File: src/rtl/fetch_queue.sv
// rtl/fetch_queue.sv - in-order fetch-to-decode instruction queue with flush
module fetch_queue #(
  parameter int             DEPTH     = 4,
  parameter int             NB_WORD   = 32,
  parameter int             NB_ADDR   = 32,
  parameter logic [31:0]    NOP_INSTR = 32'h00000013
) (
  input  logic                       i_clock,
  input  logic                       i_reset_n,
  input  logic                       i_flush,
  input  logic                       i_push_valid,
  input  logic [NB_ADDR-1:0]         i_push_pc,
  input  logic [NB_WORD-1:0]         i_push_instr,
  output logic                       o_push_ready,
  output logic                       o_pop_valid,
  output logic [NB_ADDR-1:0]         o_pop_pc,
  output logic [NB_WORD-1:0]         o_pop_instr,
  input  logic                       i_pop_ready,
  output logic [$clog2(DEPTH+1)-1:0] o_count
);

  localparam int NB_PTR = $clog2(DEPTH);
  localparam int NB_CNT = $clog2(DEPTH + 1);
  localparam logic [NB_CNT-1:0] FULL_COUNT = NB_CNT'(DEPTH);

  logic [NB_ADDR-1:0] pc_mem    [DEPTH];
  logic [NB_WORD-1:0] instr_mem [DEPTH];

  logic [NB_PTR-1:0] wr_ptr;
  logic [NB_PTR-1:0] rd_ptr;
  logic [NB_CNT-1:0] count;

  logic push_fire;
  logic pop_fire;

  // Handshake qualifiers; full/empty come from the counter alone, and a flush
  // blocks both sides so fetch and decode see the redirect cycle as dead.
  always_comb begin
    o_push_ready = i_reset_n && !i_flush && (count < FULL_COUNT);
    o_pop_valid  = (count != '0) && !i_flush;
    push_fire    = i_push_valid && o_push_ready;
    pop_fire     = o_pop_valid && i_pop_ready;
  end

  // First-word fall-through head; an empty queue shows decode a NOP bubble.
  always_comb begin
    o_pop_pc    = '0;
    o_pop_instr = NB_WORD'(NOP_INSTR);
    if (o_pop_valid) begin
      o_pop_pc    = pc_mem[rd_ptr];
      o_pop_instr = instr_mem[rd_ptr];
    end
  end

  // Entry storage carries no reset; occupancy alone says what is live.
  always_ff @(posedge i_clock) begin
    if (push_fire) begin
      pc_mem[wr_ptr]    <= i_push_pc;
      instr_mem[wr_ptr] <= i_push_instr;
    end
  end

  // Pointer and occupancy bookkeeping; flush drops every wrong-path entry.
  always_ff @(posedge i_clock or negedge i_reset_n) begin
    if (!i_reset_n) begin
      wr_ptr <= '0;
      rd_ptr <= '0;
      count  <= '0;
    end else if (i_flush) begin
      wr_ptr <= '0;
      rd_ptr <= '0;
      count  <= '0;
    end else begin
      if (push_fire) begin
        wr_ptr <= wr_ptr + 1'b1;
      end
      if (pop_fire) begin
        rd_ptr <= rd_ptr + 1'b1;
      end
      case ({push_fire, pop_fire})
        2'b10:   count <= count + 1'b1;
        2'b01:   count <= count - 1'b1;
        default: count <= count;
      endcase
    end
  end

  assign o_count = count;

endmodule

File: config.mk
export PLATFORM = sky130hd
export DESIGN_NAME = fetch_queue
export DESIGN_NICKNAME = d
export VERILOG_FILES = /design/src/rtl/fetch_queue.sv
export SDC_FILE = /design/constraint.sdc
export NUM_CORES = 1
export LEC_CHECK = 0
export BUFFER_PORTS_ARGS = -buffer_cell sky130_fd_sc_hd__buf_2
export CAP_MARGIN = 10
export CORE_MARGIN = 1
export CORE_UTILIZATION = 47
export DETAILED_ROUTE_END_ITERATION = 8
export PLACE_DENSITY = 0.64
export SYNTH_ARGS = -nofsm -noshare
export SYNTH_HDL_FRONTEND = slang
export SYNTH_SLANG_ARGS = --single-unit
File: constraint.sdc
create_clock -name i_clock -period 3.9 [get_ports i_clock]
set_clock_uncertainty 0.2 [all_clocks]
set_input_delay 0.78 -clock i_clock [delete_from_list [all_inputs] [get_ports i_clock]]
set_output_delay 0.78 -clock i_clock [all_outputs]
set_load 0.01 [all_outputs]
==> metrics.csv, run 1 <==
metric,value,unit
die_h,149,um
m1WireLength,7670,um
place_hpwl,11300,um
relSlewSlack,56.2,%
fin_nets,686,
cts_root_buffer,clkbuf_16,
place_area,0.0113,mm2
wire_per_inst,20.7,um
clockBufferDepth,3,
worstHoldStart,i_push_instr[24],
fin_util,57.3,%
antenna_found_initial,2,
num_rows,53,
yosys_register_bits,263,
seq_area,0.00787,mm2
final_area,0.0121,mm2
synthCells,454,
gr-usage-all-layers,17.7,%
clk_latency,520,ps
cpMaxStageDelayCell,dfrtp_4,
nFillCells,1582,
syn-num-nets,528,
synthesis.area,0.0102,mm2
post-route-period-util,89.9,%
rsz0062_at_grt,false,
hold_path.class,input port to register,
maxSlewViolCount,0,
yosys-top-cells-area,"edfxtp_1 76%, mux4_2 14%, and2_1 3.8%",
cts_buffers,26,
first_pass_iters,4,
synth-seq-area-share,77.3,%
cts_tree,built,
synth_edf_count,256,
routabilityCongestion,0.728,
clk_pin_slew_worst_paths,60,ps
crit_chain,"buf_12, mux4_2, and2_1, buf_2",
critPathMaxStageDelay,810,ps
fin_crit,3510,ps
multi_input_area,0.00220,mm2
synth_ff_type,edfxtp_1,
arrival,2530,ps
synth_area_leader_cell,edfxtp_1,
instances_no_fill,909,
worstSetupPathType,register to primary output,
power.leakage,4.16,nW
grt_pass1_wl,29300,um
path_max_fanout,29,
met3_length,1300,um
wl_met2,9360,um
port_buffers,137,
drc,0,
final_layout_size_suffix_gt1_share,40.4,%
start_kind,register,
power.density,566,mW/mm2
netlist.area_leader.share,75.6,%
worst_pin_slew,655,ps
ys.warnings.count,0,
pin_count,138,
grt_pass1_vias,5299,
vias,4941,
outcome,finished clean,
max_freq,285,MHz
end_kind,primary output,
start_util,48.2,%
viasPerCell,5.44,
avgSynthCellArea,22.4,um2
r2r-start,o_count[2]$_DFFE_PN0P_,
syn_to_final_growth,18.8,%
peakVddDrop,0.000462,V
grt_overflow_total,0,
cts.sinks,263,
place_inst,858,
grt_max_degree,40,
ys_types,34,
holdWs,274,ps
fin_tns_setup,0,ps
dieWidth,149,um
crit_start,rd_ptr[0]$_DFFE_PN0P_,
ant_nets,0,
async_reset_ff_share,2.66,%
die_area,0.0222,mm2
drv_cap,0,
htreeDepth,1,
drt-initial-drc-count,340,
routed_wl,18800,um
setup_viol,0,
final-hold-violation-count,0,
ctsResizeCount,0,
required,2920,ps
top_layer,met5,
fp.coreArea,0.0211,mm2
==> cells in the final DEF, fill, tap and decap left out, types with 2 or more instances in the layout <==
master / n
a31oi_1: 2
and2_1: 61
and3_4: 4
buf_12: 6
buf_2: 137
buf_4: 8
clkbuf_1: 9
clkbuf_16: 27
clkinv_1: 7
clkinv_2: 3
dfrtp_1: 5
dfrtp_4: 2
diode_2: 3
edfxtp_1: 256
ha_1: 4
inv_1: 2
mux4_2: 64
nand3b_1: 2
nor2_1: 5
or3_1: 3
xnor2_1: 2
xor2_1: 2
==> through the flow <==
| step | setup WS, ps | power [mW] |
|---|---|---|
| 2_1_floorplan | 306 | 4.20 |
| 3_3_place_gp | 876 | 4.62 |
| 3_5_place_dp | 640 | 4.64 |
| 4_1_cts | 312 | 6.93 |
| 5_1_grt | 235 | 7.13 |
| 6_report | 393 | 6.84 |
==> kinds of logic (layout without fill, tap and decap cells) <==
group / after synthesis / in the layout / share of synthesized area, %
XOR/XNOR: 5 / 5 / 0.566
AND/OR/NAND/NOR: 84 / 84 / 5.12
other: 0 / 3 / 0
multiplexers: 65 / 65 / 14.3
AO/OA/AOI/OAI: 8 / 8 / 0.713
flip-flops: 263 / 263 / 77.3
buffers and inverters: 24 / 201 / 1.35
adder cells (fa/ha/maj): 5 / 5 / 0.689
==> cell usage after synthesis, drive strengths merged, types with 2 or more instances <==
cell	number
xnor2	2
ha	4
or3	3
and2	61
and3	4
mux4	64
nand3b	2
inv	2
nor2	6
clkbuf	9
a31oi	2
dfrtp	7
xor2	2
buf	13
edfxtp	256
==> layout make-up <==
class / count / area share [%]
diodes: 3 / 0.0621
clock buffers: 36 / 5.87
clock inverters: 11 / 0.590
inverters: 2 / 0.0621
multi-input cells: 167 / 18.2
flip-flops and latches: 263 / 65.1
well taps: 275 / 2.85
repair buffers: 152 / 7.25
==> metal layers <==
| metal | vias up | track usage (%) |
|---|---|---|
| met5 | - | 0 |
| met4 | 2 | 5.41 |
| met3 | 39 | 4.01 |
| met2 | 157 | 29.9 |
| met1 | 2564 | 22.8 |
| li1 | 2179 | - |
==> worst max-delay path, delay by kind of cell, from the launching register on <==
kind | cells | cell delay [ps]
buf+inv | 2 | 450
flops | 1 | 810
mux | 1 | 530
simple gates | 1 | 170
==> worst paths after layout <==
path | end | slack (ps) | cells past startpoint
max in group asynchronous | rd_ptr[0]$_DFFE_PN0P_ | 2840 | 2
setup reg to reg | o_count[2]$_DFFE_PN0P_ | 1170 | 5
setup / recovery | o_pop_pc[14] | 390 | 4
hold / removal | instr_mem[0][24]$_DFFE_PP_ | 270 | 1
hold reg to reg | wr_ptr[1]$_DFFE_PN0P_ | 410 | 2
min in group asynchronous | o_count[1]$_DFFE_PN0P_ | 450 | 2
==> timing repair <==
action,CTS,global route
buffers inserted,0,0
hold buffers,1,0
hold endpoints to repair,7,0
==> state kept, by name, indices dropped and copies added, names as in the netlist <==
| register | flops |
|---|---|
| wr_ptr | 2 |
| o_count | 3 |
| rd_ptr | 2 |
| pc_mem | 128 |
| instr_mem | 128 |
==> power by group <==
part           switching, mW  internal [mW]
sequential             0.129           3.17
clock                  0.968           1.33
combinational          0.575          0.667
(Power assumes the default switching activity.)
==> run 2: changes to the inputs <==
--- a/config.mk
+++ b/config.mk
@@ -11,6 +11,7 @@
 export CORE_UTILIZATION = 47
 export DETAILED_ROUTE_END_ITERATION = 8
 export PLACE_DENSITY = 0.64
+export RECOVER_POWER = 25
 export SYNTH_ARGS = -nofsm -noshare
 export SYNTH_HDL_FRONTEND = slang
 export SYNTH_SLANG_ARGS = --single-unit
==> run 2 against run 1 <==
- critical path depth unchanged
- non-clock buffer count unchanged
- combinational power hardly changed
- register-to-register slack hardly changed
- sequential cell count is the same
- via count down 0.79%
- first-iteration DRC count shrank 4.4%
- fmax shrank 0.17%
- critical endpoint unchanged
- largest cell class unchanged
- highest routed layer is now met4
==> metrics.csv, run 2 (synthesis gave the netlist of run 1 again) <==
metric,value,unit
fin_nets,686,
grt_pass1_wl,29300,um
cts.sinks,263,
grt_overflow_total,0,
end_kind,primary output,
ctsResizeCount,0,
clockBufferDepth,3,
gr-usage-all-layers,17.7,%
grt_max_degree,40,
fin_crit,3510,ps
cts_root_buffer,clkbuf_16,
place_area,0.0113,mm2
cts_buffers,26,
r2r-end,o_count[2]$_DFFE_PN0P_,
fin_tns_setup,0,ps
start_util,48.2,%
required,2920,ps
final_layout_size_suffix_gt1_share,34.2,%
holdBufCountCts,1,
clk_pin_slew_worst_paths,60,ps
routed_wl,18800,um
r2r.worst_path.cells,5,
grt_pass1_vias,5299,
viasPerCell,5.40,
peakVddDrop,0.000461,V
routabilityCongestion,0.728,
power.density,568,mW/mm2
dieWidth,149,um
setup_viol,0,
multi_input_area,0.00220,mm2
maxSlewViolCount,0,
wire_per_inst,20.7,um
total_power,6.83,mW
port_buffers,137,
first_pass_iters,4,
clk_latency,510,ps
rsz0062_at_grt,false,
relSlewSlack,56.2,%
layout_common_cells,"256 x edfxtp_1, 98 x buf_2, 64 x mux4_2",
nFillCells,1599,
power.leakage,4.05,nW
final_area,0.0120,mm2
max_freq,285,MHz
r2r-start,o_count[2]$_DFFE_PN0P_,
cts_tree,built,
path_max_fanout,29,
drt-initial-drc-count,325,
pin_count,138,
r2r_slack,1170,ps
antenna_found_initial,1,
syn_to_final_growth,18.3,%
die_area,0.0222,mm2
worst_pin_slew,655,ps
cp-endpoint,o_pop_pc[14],
fp.coreArea,0.0211,mm2
place_hpwl,11300,um
final.setup.worst_slack,387,ps
num_rows,53,
drc,0,
place_inst,858,
postCtsSetupBuffers,0,
ant_nets,0,
hold_path.class,input port to register,
post-route-period-util,90.1,%
start_kind,register,
arrival,2530,ps
final_common_cell,edfxtp_1,
dp_slack,640,ps
crit_start,rd_ptr[0]$_DFFE_PN0P_,
instances_no_fill,908,
worstSetupPathType,register to primary output,
outcome,finished clean,
drv_cap,0,
seq_area,0.00787,mm2
die_h,149,um
final-hold-violation-count,0,
htreeDepth,1,
vias,4902,
## run 2: cell count changes in the layout (fill, tap and decap cells not counted)
cell / delta
clkbuf_1: +39
diode_2: -1
buf_2: -39
## run 2: report_power, final
| part | internal, mW | switching, mW | leakage (nW) | total [mW] |
|---|---|---|---|---|
| Clock | 1.33 | 0.965 | 0.380 | 2.29 |
| Sequential | 3.17 | 0.129 | 2.40 | 3.30 |
| Combinational | 0.662 | 0.577 | 1.27 | 1.24 |
| Total | 5.16 | 1.67 | 4.05 | 6.83 |
## run 2: layout make-up
class	instances	area share, %
diodes	2	0.0416
repair buffers	152	6.87
well taps	275	2.86
clock buffers	36	5.90
clock inverters	11	0.593
multi-input cells	167	18.3
flip-flops and latches	263	65.4
inverters	2	0.0624
## run 2: worst max-delay path, cell delays in order (launching register included)
cell	delay, ps
dfrtp_4	800
buf_12	300
mux4_2	530
and2_1	170
buf_2	150
## run 2: how the worst min path moves through the flow
stage | start | end | slack, ps | cells after the start
after floorplan | i_reset_n | o_count[0]$_DFFE_PN0P_ | 280 | 0
after global placement | wr_ptr[1]$_DFFE_PN0P_ | wr_ptr[1]$_DFFE_PN0P_ | 370 | 2
after detailed placement | wr_ptr[1]$_DFFE_PN0P_ | wr_ptr[1]$_DFFE_PN0P_ | 410 | 2
after CTS | i_push_pc[17] | pc_mem[2][17]$_DFFE_PP_ | 250 | 1
after global routing | i_push_instr[16] | instr_mem[2][16]$_DFFE_PP_ | 280 | 1
final | i_push_instr[22] | instr_mem[2][22]$_DFFE_PP_ | 290 | 1
## run 2: metal layers
layer	up-vias	part of all wire, %	wire [um]	track usage (%)
li1	2174	-	-	-
met2	150	50	9400	29.9
met3	36	6.4	1200	4.01
met1	2542	41	7740	22.8
met5	-	0	0	0
met4	0	2.3	433	5.41
## run 2: per-stage QoR
step	hold slack, ps	utilization [%]
2_1_floorplan	284	-
3_3_place_gp	366	53.5
3_5_place_dp	407	53.5
4_1_cts	254	57.3
5_1_grt	278	57.0
6_report	285	57.1
==> run 3: changes to the inputs <==
--- a/config.mk
+++ b/config.mk
@@ -8,9 +8,9 @@
 export BUFFER_PORTS_ARGS = -buffer_cell sky130_fd_sc_hd__buf_2
 export CAP_MARGIN = 10
 export CORE_MARGIN = 1
-export CORE_UTILIZATION = 47
+export CORE_UTILIZATION = 44
 export DETAILED_ROUTE_END_ITERATION = 8
-export PLACE_DENSITY = 0.64
+export PLACE_DENSITY = 0.61
 export RECOVER_POWER = 25
 export SYNTH_ARGS = -nofsm -noshare
 export SYNTH_HDL_FRONTEND = slang
==> run 3 against run 2 <==
- hold slack worse by 17 ps
- total power up 5.3%
- design area up 1.3%
- sequential cell count unchanged
- critical endpoint is now o_pop_pc[3]
- largest cell class unchanged
- highest routed layer is now met5
==> metrics.csv, run 3 (synthesis gave the netlist of run 1 again) <==
metric,value,unit
fin_crit,3520,ps
clockBufferDepth,3,
htreeDepth,1,
crit_family,flip-flops,
critPathMaxStageDelay,830,ps
grt_pass1_wl,30300,um
die_area,0.0237,mm2
r2r_slack,1210,ps
nFillCells,1768,
cpMaxStageDelayCell,dfrtp_4,
clk_pin_slew_worst_paths,60,ps
fin_nets,690,
worst_pin_slew,682,ps
cts.sinks,263,
clk_latency,530,ps
hold_path.class,input port to register,
fin_tns_setup,0,ps
end_kind,primary output,
cts_tree,built,
r2r-end,o_count[2]$_DFFE_PN0P_,
die_h,154,um
worstSetupPathType,register to primary output,
dieWidth,154,um
grt_max_degree,46,
first_pass_iters,4,
arrival,2540,ps
grt_overflow_total,0,
start_util,44.9,%
ctsResizeCount,0,
wire_per_inst,21.3,um
setup_viol,0,
max_freq,284,MHz
vias,4928,
gr-usage-all-layers,16.9,%
r2r-start,o_count[2]$_DFFE_PN0P_,
path_max_fanout,30,
r2r.worst_path.cells,5,
fp.coreArea,0.0226,mm2
ant_nets,0,
layout_common_cells,"256 x edfxtp_1, 94 x buf_2, 64 x mux4_2",
crit_buf_inv,2,
maxSlewViolCount,0,
pin_count,138,
grt_pass1_vias,5322,
instances_no_fill,921,
required,2920,ps
port_buffers,137,
relSlewSlack,54.4,%
num_rows,55,
routabilityCongestion,0.778,
antenna_cells,0,
place_inst,870,
cp-endpoint,o_pop_pc[3],
final_common_cell,edfxtp_1,
drc,0,
crit_chain,"buf_12, mux4_2, and2_1, buf_2",
peakVddDrop,0.000373,V
start_kind,register,
cts_buffers,28,
final-hold-violation-count,0,
cts_root_buffer,clkbuf_16,
place_hpwl,11600,um
drt-initial-drc-count,292,
power.leakage,4.12,nW
power.density,591,mW/mm2
drv_cap,0,
final_layout_size_suffix_gt1_share,35.4,%
viasPerCell,5.35,
post-route-period-util,90.3,%
crit_cells,4,
syn_to_final_growth,19.8,%
crit_start,rd_ptr[0]$_DFFE_PN0P_,
routed_wl,19600,um
antenna_found_initial,2,
rsz0062_at_grt,false,
outcome,finished clean,
## run 3: changes by cell type in the layout (fill, tap and decap cells not counted), sizes merged
| cell | previous run | this run |
|---|---|---|
| diode | 2 | 0 |
| buf | 112 | 110 |
| bufinv | 1 | 4 |
| clkinvlp | 0 | 3 |
| clkbuf | 75 | 76 |
## run 3: final cells by class
cell class / count / area, um2 / share of cell area [%]
sequential: 263 / 7870 / 64.6
multi-input combinational: 167 / 2200 / 18.0
timing repair buffer: 154 / 825 / 6.77
clock buffer: 33 / 741 / 6.08
tap: 285 / 357 / 2.93
clock inverter: 17 / 188 / 1.54
inverter: 2 / 7.51 / 0.0616
## run 3: metrics by stage
step	utilization, %	hold slack (ps)	total power [mW]	area, um2	worst slack [ps]
6_report	53.8	268	7.20	12200	380
5_1_grt	53.8	260	7.50	12200	219
4_1_cts	54.1	238	7.30	12200	293
3_5_place_dp	49.9	382	4.66	11300	728
3_3_place_gp	49.9	386	4.64	11300	826
2_1_floorplan	-	284	4.20	10200	306
## run 3: routing by layer
metal  up-vias  wire (um)  share of wire, %  GRT usage (%)
li1       2180          -                 -              -
met1      2552       8290                42           22.2
met2       155       9480                48           27.9
met3        37       1430               7.3           4.93
met4         4        378               1.9           4.24
met5         -         24              0.12              0
## run 3: worst register-to-register path, delay by kind of cell (launching register included)
| family | cells | cell delay, ps |
|---|---|---|
| AND/OR/NAND/NOR | 2 | 1150 |
| flip-flops | 1 | 490 |
| adder cells (fa/ha/maj) | 1 | 430 |
| AO/OA/AOI/OAI | 2 | 350 |
## run 3: worst min path at each step
stage / from / end / cells after the start
floorplan: i_reset_n / o_count[0]$_DFFE_PN0P_ / 0
global placement: wr_ptr[1]$_DFFE_PN0P_ / wr_ptr[1]$_DFFE_PN0P_ / 2
detailed placement: wr_ptr[1]$_DFFE_PN0P_ / wr_ptr[1]$_DFFE_PN0P_ / 2
CTS: i_push_pc[26] / pc_mem[1][26]$_DFFE_PP_ / 1
global route: i_push_instr[18] / instr_mem[0][18]$_DFFE_PP_ / 1
finish: i_push_instr[8] / instr_mem[3][8]$_DFFE_PP_ / 1
## run 3: repair_timing
| item | CTS | global route |
|---|---|---|
| setup buffers | 0 | 0 |
| endpoints found under the setup margin | 0 | 0 |
| endpoints found under the hold margin | 7 | 0 |
| hold buffers | 1 | 0 |
## run 3: report_power, final
group | internal [mW] | switching, mW
Sequential | 3.17 | 0.135
Combinational | 0.665 | 0.580
Clock | 1.61 | 1.03
